===== src/rtl/fpcvt_normalizer.sv =====
// rtl/fpcvt_normalizer.sv - two's-complement to sign/exp/sig/fifth normaliser ahead of the rounder
// Optional FPCVT_NORM_2BIT_EN: double-step shifts while two leading zeros and exponent budget remain.
module fpcvt_normalizer #(
    parameter int unsigned MAX_EXP = 7
) (
    input  logic        clk,
    input  logic        rst_n,
    input  logic        in_valid,
    output logic        in_ready,
    input  logic [11:0] in_data,
    output logic        out_valid,
    input  logic        out_ready,
    output logic        out_sign,
    output logic [2:0]  out_exp,
    output logic [3:0]  out_sig,
    output logic        out_fifth_bit
);

    typedef enum logic [1:0] {
        IDLE = 2'd0,
        NORM = 2'd1,
        DONE = 2'd2
    } state_t;

    state_t      state_q;
    logic        sign_q;
    logic [11:0] m_q;
    logic [2:0]  exp_q;
    logic        out_valid_q;
    logic        out_sign_q;
    logic [2:0]  out_exp_q;
    logic [3:0]  out_sig_q;
    logic        out_fifth_q;

    logic [11:0] mag_d;
    logic [11:0] m_d;
    logic [2:0]  exp_d;
    logic        norm_exit;

    // The most negative sample has no positive twin in 12 bits, so it saturates.
    always_comb begin
        mag_d = in_data;
        if (in_data[11]) begin
            mag_d = (in_data == 12'h800) ? 12'h7FF : (~in_data + 12'd1);
        end
    end

    always_comb begin
        norm_exit = m_q[10] || (exp_q == 3'd0);
        m_d       = m_q << 1;
        exp_d     = exp_q - 3'd1;
`ifdef FPCVT_NORM_2BIT_EN
        if ((m_q[10:9] == 2'b00) && (exp_q >= 3'd2)) begin
            m_d   = m_q << 2;
            exp_d = exp_q - 3'd2;
        end
`endif
    end

    always_ff @(posedge clk or negedge rst_n) begin
        if (!rst_n) begin
            state_q     <= IDLE;
            sign_q      <= 1'b0;
            m_q         <= '0;
            exp_q       <= '0;
            out_valid_q <= 1'b0;
            out_sign_q  <= 1'b0;
            out_exp_q   <= '0;
            out_sig_q   <= '0;
            out_fifth_q <= 1'b0;
        end else begin
            case (state_q)
                IDLE: begin
                    if (in_valid) begin
                        sign_q  <= in_data[11];
                        m_q     <= mag_d;
                        exp_q   <= 3'(MAX_EXP);
                        state_q <= NORM;
                    end
                end
                NORM: begin
                    if (norm_exit) begin
                        out_sign_q  <= sign_q;
                        out_exp_q   <= exp_q;
                        out_sig_q   <= m_q[10:7];
                        out_fifth_q <= m_q[6];
                        out_valid_q <= 1'b1;
                        state_q     <= DONE;
                    end else begin
                        m_q   <= m_d;
                        exp_q <= exp_d;
                    end
                end
                DONE: begin
                    if (out_ready) begin
                        out_valid_q <= 1'b0;
                        state_q     <= IDLE;
                    end
                end
                default: state_q <= IDLE;
            endcase
        end
    end

    assign in_ready      = (state_q == IDLE);
    assign out_valid     = out_valid_q;
    assign out_sign      = out_sign_q;
    assign out_exp       = out_exp_q;
    assign out_sig       = out_sig_q;
    assign out_fifth_bit = out_fifth_q;

endmodule


===== config.mk =====
export PLATFORM = sky130hd
export DESIGN_NAME = fpcvt_normalizer
export DESIGN_NICKNAME = d
export VERILOG_FILES = /design/src/rtl/fpcvt_normalizer.sv
export SDC_FILE = /design/constraint.sdc
export NUM_CORES = 1
export LEC_CHECK = 0
export BUFFER_PORTS_ARGS = -buffer_cell sky130_fd_sc_hd__buf_4
export CORE_ASPECT_RATIO = 1.5
export CORE_MARGIN = 3
export CORE_UTILIZATION = 51
export CTS_BUF_LIST = sky130_fd_sc_hd__clkbuf_8
export DETAILED_ROUTE_END_ITERATION = 7
export HOLD_SLACK_MARGIN = 0.08
export PLACE_DENSITY = 0.74
export SYNTH_ARGS = -nofsm -noshare
export SYNTH_HDL_FRONTEND = slang
export SYNTH_SLANG_ARGS = --single-unit
export TNS_END_PERCENT = 20

===== constraint.sdc =====
create_clock -name clk -period 1.9 [get_ports clk]
set_input_delay 0.095 -clock clk [delete_from_list [all_inputs] [get_ports clk]]
set_output_delay 0.095 -clock clk [all_outputs]
set_load 0.02 [all_outputs]

==> summary.txt, run 1 <==
Status
  • Status: finished clean

Yosys
  • Top FF cell, synth: dfrtp_1
  • Async set or reset register ratio after synthesis: 100%
  • Yosys cell types: 32
  • Share of the synthesized area in the top cell type: 48.6%
  • Dominant cell type by area after synthesis: dfrtp_1
  • EDFF count, synth: 0
  • Synth Net Count: 157
  • Sequential area share after synthesis: 48.6%
  • Dominant cells by area after synthesis: dfrtp_1, mux2_2, o21ai_0
  • Avg Inst Size Synth: 10.1 µm²
  • Yosys warns: 0
  • Cell count after synthesis: 138
  • Flops & latches, synth: 27
  • Mapped cell area: 1390 µm²

STA
  • FMAX: 560 MHz
  • Final setup viols: 0
  • Max Clock Skew: 0.00813 ns
  • RSZ-0062 raised after global routing: no
  • Final Hold Fails: 0
  • Max-slew violation count: 0
  • Final setup margin: 0.113 ns
  • Crit share post-route: 94.0%
  • Slew @ Worst Pin: 0.376 ns
  • Fin crit period: 1.79 ns
  • TNS Setup: 0 ns
  • Slew headroom: 74.6%

Power and ir drop
  • Combinational power share: 48.6%
  • VDD IR max: 0.745 mV
  • Psw: 1.05 mW
  • Power Dens Cells: 1500 nW/µm²
  • Sw Ratio: 39.2%
  • Clock share of power: 12.5%
  • Int Power: 1.62 mW
  • Leakage dissipation: 0.802 nW
  • Power share of the sequential group: 38.9%

Setup path
  • Crit Path Max Fanout: 15
  • Arrival time at the worst endpoint: 1.98 ns
  • Slowest-stage cell, CP: dfrtp_1
  • Crit. End Element: flip-flop
  • Crit path required time: 2.10 ns
  • CP Cell Sequence: inv_1 > ha_1 > ha_1 > nor2_2 > mux2i_1 > or2_2 > buf_6 > a22oi_1
  • Crit path launch type: flip-flop
  • Kind of critical path: flip-flop to flip-flop
  • CP peak stage delay: 0.37 ns
  • WP buf/inv: 2
  • Worst path top cell family by delay: simple AND/OR/NAND/NOR gates
  • Most common cell on crit path: ha_1

Layout
  • Nets: 196
  • Area Overhead vs Synth: 27.7%
  • Layout cell share with drive strength beyond 1: 33.0%
  • Antenna Cells: 0
  • Post-route cell area: 1780 µm²

GRT
  • GRT overflow: 0
  • Number of global-route vias before repair: 1,120
  • Initial antenna violation count: 0
  • All-layer global routing usage: 18.8%
  • Pin count of the biggest net entering global routing: 28
  • First-pass GRT wire length: 5.04 mm

Floorplan
  • Rows: 22
  • Die span in y: 70.0 µm
  • Core area: 2530 µm²
  • Num ports: 27
  • Die area: 3400 µm²
  • Die W: 48.6 µm
  • Initial Utilization: 54.9%

Worst hold path
  • Worst hold path type: input port to flip-flop

Flow run
  • Max cap viols: 0

Routing
  • ANT nets after route: 0
  • Vias: 1,149
  • Drt total wl: 2.89 mm
  • Residual DRC: 0
  • TritonRoute pass-1 iters: 5
  • Wire per inst: 13.6 µm
  • Via density per instance: 5.42
  • DRT iter0 DRCs: 23

Placement
  • Setup WS pre-CTS: -0.00624 ns
  • DP Area: 1680 µm²
  • DP HPWL: 2.26 mm
  • PortBufs: 26
  • Routability cong.: 0.857

Clock network
  • TritonCTS clock tree: yes
  • Worst-Skew Late Latency: 0.28 ns
  • Clock buffer depth: 2
  • Root buf cell: clkbuf_8
  • Htree depth: 1
  • Clock sinks: 27
  • Num CTS Buffers: 3
  • Clock-pin transition on the worst setup and hold timing paths: 0.10 ns
-- metal layers --
| layer | part of all wire [%] | GRT usage [%] | wire length, µm | vias up |
|---|---|---|---|---|
| li1 | - | - | - | 564 |
| met1 | 41 | 22.7 | 1180 | 535 |
| met2 | 53 | 32.7 | 1520 | 43 |
| met3 | 4.0 | 2.56 | 115 | 7 |
| met4 | 2.5 | 8.54 | 71 | 0 |
| met5 | 0 | 0 | 0 | - |
-- synth_stat cells (all sizes together), types with 4 or more instances --
cell and instances:
nor2 7, xnor2 7, nand2 14, mux2 9
nand2b 6, inv 6, nor3 4, o22ai 5
dfrtp 27, o21ai 16
-- what timing repair did --
action,CTS,global route
buffers inserted,0,1
gates resized for setup,0,5
endpoints found under the hold margin,29,0
hold buffers,3,0
setup endpoints to repair,0,11
-- cell usage in the layout, fill, tap and decap left out, drive strengths merged, types with 4 or more instances in the layout --
master,n
o21ai,16
nand2b,6
nand2,14
nor2,7
dfrtp,27
o22ai,5
nor3,4
mux2,9
buf,36
xnor2,7
inv,6
-- state kept, by name, indices dropped and copies added (netlist names) --
signal         cells
sign_q             1
m_q               11
out_valid          1
state_q            2
out_fifth_bit      1
exp_q              3
out_sig            4
out_sign           1
out_exp            3
-- metrics by stage --
| stage | utilization, % | cells | hold slack, ns | total power, mW |
|---|---|---|---|---|
| 2_1_floorplan | - | 138 | -0.201 | 1.80 |
| 3_3_place_gp | 66.3 | 204 | 0.0183 | 2.26 |
| 3_5_place_dp | 66.3 | 204 | 0.0206 | 2.31 |
| 4_1_cts | 69.4 | 211 | 0.131 | 2.64 |
| 5_1_grt | 70.2 | 212 | 0.147 | 2.88 |
| 6_report | 70.2 | 212 | 0.125 | 2.67 |
-- logic make-up (layout without fill, tap and decap cells) --
group,Yosys count,in the layout,synth area share [%]
DFF,27,27,48.6
xor gates and xnor gates,7,7,4.41
muxes,11,11,8.72
buffers and inverters,11,49,3.06
AOI/OAI and AO/OA,33,33,14.4
adders and majority gates,3,3,2.70
and+or+nand+nor,46,46,18.2
-- path summary, 6_finish.rpt --
check	start	endpoint	slack (ns)	depth (start not counted)
setup / recovery	exp_q[0]	exp_q[1]	0.11	8
hold / removal	in_data[8]	m_q[8]	0.13	4
setup reg to reg	exp_q[0]	exp_q[1]	0.11	8
hold reg to reg	out_valid	out_valid	0.48	1
max in group asynchronous	rst_n	out_valid	1.39	2
min in group asynchronous	rst_n	m_q[10]	0.25	2
-- tightest hold or removal path: stages --
cell     delay (ns)
buf_4          0.09
nand2_1        0.04
nand3_1        0.07
nand3_1        0.07
-- cell type report --
cell class,count,area (µm²)
inverter,6,22.5
clock inverter,1,7.51
fill,215,756
multi-input combinational,100,681
clock buffer,3,41.3
timing repair buffer,39,304
tap,36,45.0
sequential,27,676
-- power by group through the flow --
stage / sequential [mW] / combinational [mW] / clock, mW
floorplan: 1.08 / 0.716 / 0
global placement: 1.04 / 1.22 / 0
detailed placement: 1.05 / 1.26 / 0
CTS: 1.04 / 1.26 / 0.337
global route: 1.08 / 1.44 / 0.365
finish: 1.04 / 1.30 / 0.333
(Power assumes the default switching activity.)
==> inputs of run 2 (changes only) <==
- CORE_UTILIZATION: 51 -> 35
- CTS_CLUSTER_SIZE: unset -> 30
- PLACE_DENSITY: 0.74 -> 0.54
==> run 2 against run 1 <==
Final cell count grew 3.3%; fmax grew 2.3%; total power shrank 0.26%; via count shrank 0.35%; sequential power is essentially flat; clock skew shrank 0.0032 ns; first-iteration DRC count shrank 43%; critical path type unchanged; highest routed layer unchanged.
==> summary.txt, run 2 (same netlist as run 1, synthesis figures left out) <==
Power and ir drop
  • Total power: 2.66 mW
  • Leakage dissipation: 0.807 nW
  • Power Dens Cells: 1490 nW/µm²
  • VDD IR max: 0.715 mV

Floorplan
  • Rows: 27
  • Core area: 3750 µm²
  • Initial Utilization: 37.1%
  • Num ports: 27
  • Die span in y: 83.2 µm
  • Die W: 57.5 µm
  • Die area: 4780 µm²

Layout
  • Reg with most FFs: m_q
  • Max reg flops: 11
  • Fin cells: 219
  • Most common cell after layout, fill and taps aside: buf_4
  • Most frequent cells in the layout: buf_4, dfrtp_1, o21ai_0
  • Utilization after layout: 47.7%
  • Nets: 196
  • Antenna Cells: 0
  • Area Overhead vs Synth: 28.5%
  • Post-route cell area: 1790 µm²
  • Layout cell share with drive strength beyond 1: 33.5%

Setup path
  • Arrival time at the worst endpoint: 1.95 ns
  • Crit path required time: 2.10 ns
  • Crit Path Max Fanout: 6
  • Crit path launch type: flip-flop
  • Crit. End Element: flip-flop
  • Kind of critical path: flip-flop to flip-flop

GRT
  • First-pass GRT wire length: 5.35 mm
  • All-layer global routing usage: 13.9%
  • Number of global-route vias before repair: 1,145
  • GRT overflow: 0
  • Pin count of the biggest net entering global routing: 28
  • Initial antenna violation count: 0

Clock network
  • Worst-Skew Late Latency: 0.28 ns
  • Clock buffer depth: 2
  • Htree depth: 1
  • Root buf cell: clkbuf_8
  • Setup bufs post-CTS: 0
  • TritonCTS clock tree: yes
  • Clock-pin transition on the worst setup and hold timing paths: 0.09 ns
  • Num CTS Buffers: 3
  • Clock sinks: 27

Routing
  • DRT iter0 DRCs: 13
  • ANT nets after route: 0
  • Vias: 1,145
  • Wire per inst: 14.2 µm
  • Residual DRC: 0
  • Via density per instance: 5.23
  • TritonRoute pass-1 iters: 4
  • Drt total wl: 3.11 mm

STA
  • Final setup viols: 0
  • Fin crit period: 1.75 ns
  • RSZ-0062 raised after global routing: yes
  • Max-slew violation count: 0
  • Final setup margin: 0.154 ns
  • Slew @ Worst Pin: 0.350 ns
  • Crit share post-route: 91.9%
  • TNS Setup: 0 ns
  • Slew headroom: 76.4%
  • Final Hold Fails: 0
  • Hold_ws: 0.137 ns
  • Max Clock Skew: 0.00489 ns
  • FMAX: 573 MHz

Placement
  • DP HPWL: 2.42 mm
  • PortBufs: 26
  • Setup WS pre-CTS: -0.0146 ns
  • Routability cong.: 0.812
  • DP Area: 1700 µm²
  • Placed Cells: 212

Status
  • Status: finished clean

Flow run
  • Max cap viols: 0

Worst hold path
  • Worst hold path type: input port to flip-flop
run 2: cell types whose count changed in the layout (fill, tap and decap cells not counted):
cell,before,now
a22oi_1,1,0
a22oi_2,1,2
clkinv_2,0,1
clkinvlp_4,1,0
run 2: cell type report:
class,count,area [µm²]
Clock inverter,1,5.00
Sequential cell,27,676
Clock buffer,3,41.3
Timing Repair Buffer,39,304
Inverter,6,22.5
Fill cell,372,1960
Multi-Input combinational cell,100,686
Tap cell,43,53.8
run 2: path summary, 6_finish.rpt:
path | startpoint | end | slack, ns | depth (start not counted)
worst max-delay path | exp_q[1] | m_q[6] | 0.15 | 9
worst max register to register | exp_q[1] | m_q[6] | 0.15 | 9
min in group asynchronous | rst_n | out_exp[2] | 0.26 | 2
worst min register to register | m_q[0] | m_q[0] | 0.48 | 2
worst min-delay path | in_data[8] | m_q[8] | 0.14 | 4
max in group asynchronous | rst_n | state_q[1] | 1.38 | 2
run 2: critical path, cell delays in order (launching register included):
cell and delay [ns]:
dfrtp_1 0.35, inv_1 0.06, ha_1 0.19, ha_1 0.21, nor2_2 0.13, mux2i_1 0.07
or2_2 0.30, inv_2 0.11, o21ai_0 0.10, o21ai_0 0.14
run 2: routing by layer:
layer | share of wire [%] | GRT usage [%] | routed length, µm | up-vias
li1 | - | - | - | 563
met1 | 40 | 16.5 | 1260 | 553
met2 | 55 | 24.4 | 1700 | 23
met3 | 3.2 | 1.87 | 100 | 6
met4 | 1.8 | 5.70 | 55 | 0
met5 | 0 | 0 | 0 | -
run 2: report_power, final:
| group | internal (mW) | switching (mW) | total [mW] |
|---|---|---|---|
| Clock | 0.147 | 0.183 | 0.331 |
| Sequential | 0.842 | 0.193 | 1.03 |
| Combinational | 0.627 | 0.671 | 1.30 |
| Total | 1.62 | 1.05 | 2.66 |
run 2: repair_timing:
item | 4_1_cts | 5_1_grt
endpoints found under the setup margin | 0 | 10
hold endpoints to repair | 29 | 0
hold buffers | 3 | 0
gates resized for setup | 0 | 6
==> inputs of run 3 (changes only) <==
- PLACE_DENSITY: 0.54 -> 0.59
==> run 3 against run 2 <==
Combinational power hardly changed; worst setup slack better by 0.0083 ns; die area unchanged; critical path type unchanged; critical endpoint is now exp_q[1]; largest power group unchanged.
==> summary.txt, run 3 (same netlist as run 1, synthesis figures left out) <==
Status
  • Status: finished clean

Worst hold path
  • Worst hold path type: input port to flip-flop
  • HP Start: in_data[8]
  • Hold path depth: 4
  • Worst hold endpoint: m_q[8]

Setup path
  • Worst path top cell family by delay: simple AND/OR/NAND/NOR gates
  • CP Depth: 8
  • WP buf/inv: 2
  • CP peak stage delay: 0.36 ns
  • Crit. End Element: flip-flop
  • Crit path required time: 2.09 ns
  • R2r worst-path depth: 8
  • Crit Path Max Fanout: 15
  • Worst r2r dst: exp_q[1]
  • CP Cell Sequence: inv_1 > ha_1 > ha_1 > nor2_2 > mux2i_1 > or2_4 > buf_6 > a22oi_1
  • Most common cell on crit path: ha_1
  • Kind of critical path: flip-flop to flip-flop
  • R2r setup slk: 0.16 ns
  • Reg-to-Reg Start: exp_q[1]
  • Arrival time at the worst endpoint: 1.93 ns
  • Crit path launch type: flip-flop
  • Slowest-stage cell, CP: dfrtp_1

GRT
  • First-pass GRT wire length: 5.25 mm
  • Initial antenna violation count: 0
  • GRT overflow: 0
  • Pin count of the biggest net entering global routing: 28
  • All-layer global routing usage: 13.8%
  • Number of global-route vias before repair: 1,154

Layout
  • Most common cell after layout, fill and taps aside: buf_4
  • Fin cells: 219
  • Area Overhead vs Synth: 28.5%
  • Max reg flops: 11
  • Nets: 196
  • Reg with most FFs: m_q
  • Layout cell share with drive strength beyond 1: 33.0%
  • Most frequent cells in the layout: buf_4, dfrtp_1, o21ai_0
  • Utilization after layout: 47.7%
  • Antenna Cells: 0

Routing
  • ANT nets after route: 0
  • TritonRoute pass-1 iters: 4
  • Via density per instance: 5.17
  • Wire per inst: 13.8 µm
  • Vias: 1,132
  • Drt total wl: 3.02 mm
  • DRT iter0 DRCs: 9
  • Residual DRC: 0

Clock network
  • Htree depth: 1
  • Clock buffer depth: 2
  • Worst-Skew Late Latency: 0.27 ns
  • Clock-pin transition on the worst setup and hold timing paths: 0.10 ns
  • Clock sinks: 27
  • Num CTS Buffers: 3
  • TritonCTS clock tree: yes
  • Root buf cell: clkbuf_8

Flow run
  • Max cap viols: 0

Power and ir drop
  • VDD IR max: 0.600 mV
  • Leakage dissipation: 0.802 nW
  • Power Dens Cells: 1500 nW/µm²

Placement
  • Placed Cells: 212
  • PortBufs: 26
  • DP HPWL: 2.46 mm
  • Routability cong.: 0.757

STA
  • Fin crit period: 1.74 ns
  • Final setup viols: 0
  • Crit share post-route: 91.5%
  • Slew @ Worst Pin: 0.448 ns
  • Max-slew violation count: 0
  • Final Hold Fails: 0
  • RSZ-0062 raised after global routing: no
  • Slew headroom: 70.1%
  • FMAX: 575 MHz
  • Max Clock Skew: 0.00850 ns

Floorplan
  • Die span in y: 83.2 µm
  • Initial Utilization: 37.1%
  • Num ports: 27
  • Die W: 57.5 µm
  • Rows: 27
  • Die area: 4780 µm²
  • Core area: 3750 µm²
[run 3: cell count changes in the layout (fill, tap and decap cells not counted)]
cell        before  now
or2_4            0    1
clkinv_2         1    0
clkinvlp_4       0    1
inv_4            0    1
o21ai_1          1    0
nor2_2           1    2
nor2_1           6    5
or2_2            3    2
a22oi_1          0    2
a22oi_2          2    0
o21ai_0         15   16
inv_2            1    0
[run 3: repair_timing]
action                                  CTS  global route
buffers inserted                          0             0
endpoints found under the setup margin    8            12
hold buffers                              3             0
pin swaps                                 0             1
resized for setup                         1             5
hold endpoints to repair                 29             0
[run 3: tightest hold or removal path: stages]
cell and delay (ns):
buf_4 0.09, nand2_1 0.04, nand3_1 0.07, nand3_1 0.07
[run 3: stage by stage]
step / area (µm²) / TNS [ns] / power (mW) / hold slack (ns) / setup slack (ns)
floorplan: 1390 / 0 / 1.80 / -0.201 / 0.00348
global placement: 1700 / -0.0102 / 2.29 / 0.0244 / -0.0102
detailed placement: 1700 / -0.105 / 2.33 / 0.0271 / -0.0441
CTS: 1780 / 0 / 2.67 / 0.144 / 0.00314
global route: 1790 / 0 / 2.89 / 0.169 / 0.0536
finish: 1790 / 0 / 2.67 / 0.145 / 0.162
[run 3: worst max-delay path by stage]
stage	to	startpoint	slack, ns
finish	exp_q[1]	exp_q[1]	0.16
global route	m_q[5]	exp_q[1]	0.05
CTS	exp_q[1]	exp_q[1]	0.003
detailed placement	m_q[10]	in_data[0]	-0.04
global placement	m_q[10]	in_data[0]	-0.01
floorplan	m_q[2]	exp_q[0]	0.003
[run 3: cell type report]
class | count | area, µm²
Tap cell | 43 | 53.8
Timing Repair Buffer | 39 | 304
Clock buffer | 3 | 41.3
Multi-Input combinational cell | 100 | 681
Inverter | 6 | 25.0
Fill cell | 350 | 1960
Clock inverter | 1 | 7.51
Sequential cell | 27 | 676
[run 3: power breakdown]
group | switching [mW] | internal [mW]
logic | 0.688 | 0.636
clock network | 0.181 | 0.149
registers | 0.178 | 0.842
[run 3: routing by layer]
| metal | vias to the layer above | GRT usage [%] | wire [µm] |
|---|---|---|---|
| li1 | 566 | - | - |
| met1 | 541 | 15.8 | 1230 |
| met2 | 23 | 24.7 | 1690 |
| met3 | 2 | 1.87 | 72 |
| met4 | 0 | 5.70 | 31 |
| met5 | - | 0 | 0 |
